===== config.mk =====
export PLATFORM = sky130hd
export DESIGN_NAME = hazard_scoreboard
export DESIGN_NICKNAME = d
export VERILOG_FILES = /design/src/rtl/hazard_scoreboard.sv
export SDC_FILE = /design/constraint.sdc
export NUM_CORES = 1
export LEC_CHECK = 0
export CAP_MARGIN = 20
export CORE_AREA = 3 3 60 62
export DETAILED_ROUTE_END_ITERATION = 8
export DIE_AREA = 0 0 63 65
export DONT_BUFFER_PORTS = 1
export HOLD_SLACK_MARGIN = 0.02
export PLACE_DENSITY = 0.41
export REMOVE_ABC_BUFFERS = 1
export SYNTH_ARGS = -nofsm -noshare
export SYNTH_HDL_FRONTEND = slang
export SYNTH_SLANG_ARGS = --single-unit

===== constraint.sdc =====
create_clock -name clk -period 1.5 [get_ports clk]
set_clock_uncertainty 0.05 [all_clocks]
set_input_delay 0.225 -clock clk [delete_from_list [all_inputs] [get_ports clk]]
set_output_delay 0.225 -clock clk [all_outputs]
set_load 0.005 [all_outputs]

===== src/rtl/hazard_scoreboard.sv =====
`default_nettype none
// ============================================================================
//  Module   : hazard_scoreboard
//  Purpose  : Tracks the destination register and remaining result latency
//             (Tnew) of the instructions in E, M and W, and resolves the
//             D-stage operands into a stall request and forwarding selects.
//  Config   : HAZARD_FWD_EN -- defined: forwarding from E/M/W with
//             Tnew/Tuse stall rules; undefined: no forwarding, stall on any
//             E/M producer.
//  Revision : 1.0 - initial release
// ============================================================================
module hazard_scoreboard (
    input  logic       clk,
    input  logic       reset,
    input  logic       d_valid,
    input  logic [4:0] d_rs,
    input  logic [4:0] d_rt,
    input  logic [1:0] d_tuse_rs,
    input  logic [1:0] d_tuse_rt,
    input  logic [4:0] d_a3,
    input  logic [1:0] d_tnew,
    output logic       stall,
    output logic [1:0] fwd_rs_sel,
    output logic [1:0] fwd_rt_sel
);

    localparam logic [1:0] C_SEL_RF    = 2'd0;
    localparam logic [1:0] C_SEL_E     = 2'd1;
    localparam logic [1:0] C_SEL_M     = 2'd2;
    localparam logic [1:0] C_SEL_W     = 2'd3;
    localparam logic [1:0] C_TUSE_NONE = 2'd3;

    logic       r_e_valid, r_m_valid, r_w_valid;
    logic [4:0] r_e_a3,    r_m_a3,    r_w_a3;
    logic [1:0] r_e_tnew,  r_m_tnew,  r_w_tnew;

    logic [2:0] w_rs_res;   // {stall_request, select}
    logic [2:0] w_rt_res;

    // Saturating decrement applied each time an entry moves one stage on,
    // including the move from D into E, so an ALU result sitting in E is
    // already forwardable (Tnew 0) and a load becomes forwardable from M.
    function automatic logic [1:0] dec_sat(input logic [1:0] t);
        dec_sat = (t == 2'd0) ? 2'd0 : t - 2'd1;
    endfunction

    // Find the youngest matching producer for one source operand and turn it
    // into a stall request and an operand select.
    function automatic logic [2:0] resolve(input logic [4:0] r, input logic [1:0] tuse);
        logic       live;
        logic [1:0] code;
        logic       req;
        logic [1:0] sel;
`ifdef HAZARD_FWD_EN
        logic [1:0] tnew;
`endif
        live = (r != 5'd0) && (tuse != C_TUSE_NONE);
        code = C_SEL_RF;
        if (live && r_e_valid && (r_e_a3 == r))
            code = C_SEL_E;
        else if (live && r_m_valid && (r_m_a3 == r))
            code = C_SEL_M;
        else if (live && r_w_valid && (r_w_a3 == r))
            code = C_SEL_W;
`ifdef HAZARD_FWD_EN
        case (code)
            C_SEL_E: tnew = r_e_tnew;
            C_SEL_M: tnew = r_m_tnew;
            C_SEL_W: tnew = r_w_tnew;
            default: tnew = 2'd0;
        endcase
        req = (code != C_SEL_RF) && (tnew > tuse);
        sel = ((code != C_SEL_RF) && (tnew == 2'd0)) ? code : C_SEL_RF;
`else
        // Without forwarding the value is only usable once it reaches the
        // write-through register file, i.e. when the producer is in W.
        req = (code == C_SEL_E) || (code == C_SEL_M);
        sel = C_SEL_RF;
`endif
        resolve = {req, sel};
    endfunction

    // Advance the slot pipeline; a stall turns the entry into E into a bubble.
    always_ff @(posedge clk) begin
        if (reset) begin
            r_e_valid <= 1'b0; r_e_a3 <= 5'd0; r_e_tnew <= 2'd0;
            r_m_valid <= 1'b0; r_m_a3 <= 5'd0; r_m_tnew <= 2'd0;
            r_w_valid <= 1'b0; r_w_a3 <= 5'd0; r_w_tnew <= 2'd0;
        end else begin
            r_w_valid <= r_m_valid;
            r_w_a3    <= r_m_a3;
            r_w_tnew  <= dec_sat(r_m_tnew);
            r_m_valid <= r_e_valid;
            r_m_a3    <= r_e_a3;
            r_m_tnew  <= dec_sat(r_e_tnew);
            if (stall) begin
                r_e_valid <= 1'b0;
                r_e_a3    <= 5'd0;
                r_e_tnew  <= 2'd0;
            end else begin
                r_e_valid <= d_valid;
                r_e_a3    <= d_a3;
                r_e_tnew  <= dec_sat(d_tnew);
            end
        end
    end

    // Resolve both D-stage sources against the current slot contents.
    always_comb begin
        w_rs_res = resolve(d_rs, d_tuse_rs);
        w_rt_res = resolve(d_rt, d_tuse_rt);
    end

    assign stall = d_valid & (w_rs_res[2] | w_rt_res[2]);

`ifdef HAZARD_FWD_EN
    assign fwd_rs_sel = w_rs_res[1:0];
    assign fwd_rt_sel = w_rt_res[1:0];
`else
    logic w_unused_bits;
    assign w_unused_bits = ^{w_rs_res[1:0], w_rt_res[1:0], r_e_tnew, r_m_tnew, r_w_tnew};
    assign fwd_rs_sel = C_SEL_RF;
    assign fwd_rt_sel = C_SEL_RF;
`endif

endmodule
`default_nettype wire

==> results.tsv <==
stage	metric	value	unit
clocking	Root Buffer Master	clkbuf_4	
detailed_routing	Initial DRT Pass Iterations	4	
worst_setup_path	CP Capture Type	primary output	
worst_setup_path	Worst setup SP type	register	
final_layout	n_diodes	0	
worst_setup_path	arrival time at the worst endpoint	1280	ps
floorplan	Starting Density	22.8	%
worst_setup_path	Critical Path Max Stage Delay	360	ps
power	clock power share	28.7	%
worst_setup_path	R2R setup slack	230	ps
power	leakage	0.289	nW
global_routing	initial antenna violation count	0	
power	switching power	0.000158	W
sta	Final WS setup	-58.6	ps
detailed_routing	WL/cell	13.1	µm
sta	Final setup viols	1	
detailed_routing	Residual DRC	0	
worst_setup_path	CP required	1220	ps
sta	Max Freq	642	MHz
final_layout	sequential cell area	251	µm²
final_layout	most common cell after layout, fill and taps aside	xnor2_1	
final_layout	Syn-to-layout area delta	20.5	%
clocking	Post CTS Setup Buffer Count	0	
synth	gate count after technology mapping	77	
placement	Final Wtd Congestion	0.800	
global_routing	vias in the first global route	563	
clocking	htree depth	1	
worst_setup_path	slowest CP cell	dfxtp_2	
worst_setup_path	family with the most delay on the worst path	compound AO/OA/AOI/OAI gates	
final_layout	multi-input logic area	493	µm²
clocking	Max clock buf depth	2	
detailed_routing	vias per cell	4.35	
floorplan	die height	65	µm
worst_setup_path	Buffers & Inverters on Critical Path	0	
sta	hold_ws	37.4	ps
detailed_routing	Via Count	544	
final_layout	layout cells sized above 1	29.6	%
sta	Fin. Hold Viols	0	
synth	area leader, netlist	dfxtp_1	
worst_setup_path	Crit Path Category	register to primary output	
global_routing	total track usage	8.36	%
sta	Period minus WS final	1560	ps
placement	# port buffers	0	
final_layout	most frequent cells in the layout	xnor2_1 (13), dfxtp_2 (9), nand2_1 (8), xnor2_2 (7)	
power	sequential power share	54.1	%
placement	DPL Wire Length	1.36	mm
power	Pwr per Cell Area	774	nW/µm²
synth	top-area cell type share of the netlist area	34.2	%
synth	post-synthesis sequential area ratio	34.2	%
worst_setup_path	worst-path maximum fanout	2	
sta	TNS Setup	-58.6	ps
floorplan	Die Wd	63	µm
sta	RSZ-0062 raised after global routing	true	
global_routing	global-route wire length before repair	2.64	mm
sta	Tightest Pin Transition	548	ps
synth	Mapped Area	703	µm²
synth	FF+latch count, synth	12	
clocking	worst skew pair latency	260	ps
synth	Syn Area/Cell	9.13	µm²
worst_setup_path	CP cell instances	xnor2_2 -> nand4_1 -> o22ai_2 -> a22o_1	
detailed_routing	met3 routed WL	169	µm
global_routing	total global routing overflow	0	
power	Worst VDD drop	206	µV
clocking	CTS tree	yes	
min_path	worst hold path type	input port to register	
clocking	CTS buffer count	3	
final_layout	fin nets	107	
global_routing	largest net degree at the start of global routing	8	
power	Comb power frac	17.1	%
floorplan	io pins	29	
detailed_routing	Top Metal Used	met4	
synth	Yosys warning count	0	
final_layout	cell area after layout	847	µm²
clocking	clk slew on worst S/H paths	70	ps
power	switching fraction of total power	24.1	%
floorplan	row count	20	
run_status	failing checks	negative setup slack	
final_layout	Layout fillers	333	
floorplan	Core Area	3080	µm²
run_status	status	finished with violations	
detailed_routing	M1 WL	772	µm
detailed_routing	wire length on met2	671	µm
sta	period utilization	104	%
floorplan	Die ar.	4100	µm²
synth	post-synthesis cell type count	16	
power	Int Pwr	0.000498	W
detailed_routing	final WL	1.63	mm
sta	Worst slew margin	63.4	%
placement	Placement Cell Area	751	µm²
detailed_routing	Final ANT Viol Nets	0	
synth	synth top area cells	dfxtp_1 (34%), xnor2_1 (25%), a221oi_1 (7.5%)	
sta	pins over their slew limit	0	
job	Max Cap Violations	0	
detailed_routing	DR iter-0 viols	11	
clocking	Clock Sinks	12	
## power groups by stage
stage          logic [W]  registers, W  clock network [W]
2_1_floorplan  0.0000834      0.000353                  0
3_3_place_gp   0.0000941      0.000358                  0
3_5_place_dp   0.0000969      0.000357                  0
4_1_cts         0.000110      0.000354           0.000194
5_1_grt         0.000124      0.000357           0.000212
6_report        0.000112      0.000355           0.000188
## what timing repair did
action	4_1_cts	5_1_grt
gates cloned	0	0
hold buffers	1	0
endpoints found under the setup margin	1	1
resized for setup	14	2
hold endpoints to repair	6	0
pin swaps	9	2
## through the flow
step	total power, W	std cells	util [%]	worst slack [ps]
floorplan	0.000436	75	-	196
global placement	0.000452	121	24.4	173
detailed placement	0.000454	121	24.4	177
CTS	0.000659	125	27.0	-48.4
global route	0.000693	125	27.5	-119
finish	0.000655	125	27.5	-58.6
## cell usage after synthesis
| master | n |
|---|---|
| a21oi_1 | 2 |
| a221oi_1 | 6 |
| a22o_1 | 1 |
| buf_4 | 4 |
| clkbuf_1 | 1 |
| conb_1 | 1 |
| dfxtp_1 | 12 |
| nand2_1 | 8 |
| nand2b_1 | 6 |
| nand4_1 | 3 |
| nand4_2 | 1 |
| nor2_1 | 2 |
| nor2b_1 | 6 |
| nor3_1 | 2 |
| o22ai_2 | 2 |
| xnor2_1 | 20 |
## area by class of cell
class	count	area share [%]
clock buffers	3	2.66
flip-flops and latches	12	29.7
well taps	44	6.50
multi-input cells	63	58.2
repair buffers	3	2.95
## cells by family after synthesis
logic type | Yosys count | share of synthesized area [%]
and+or+nand+nor | 28 | 21.9
xor gates and xnor gates | 20 | 24.9
DFF | 12 | 34.2
AOI/OAI and AO/OA | 11 | 13.7
buffers and inverters | 5 | 4.80
other | 1 | 0.533
## state kept, by name, summed over array words and instances, names as in the netlist
signal and count:
r_e_a3 5, r_e_valid 1, r_m_a3 5, r_m_valid 1
## per-layer routing
| layer | up-vias | global-route usage [%] |
|---|---|---|
| met5 | - | 0 |
| met2 | 24 | 11.5 |
| met3 | 2 | 3.29 |
| li1 | 268 | - |
| met4 | 0 | 4.13 |
| met1 | 250 | 11.2 |
## path summary, 6_finish.rpt
path / from / cells after the start / endpoint
setup / recovery: r_m_a3[4] / 4 / stall
hold / removal: d_a3[1] / 2 / r_e_a3[1]
setup reg to reg: r_m_a3[4] / 5 / r_e_a3[0]
hold reg to reg: r_e_valid / 1 / r_m_valid
Note: power is estimated with default switching activity, not from simulation.
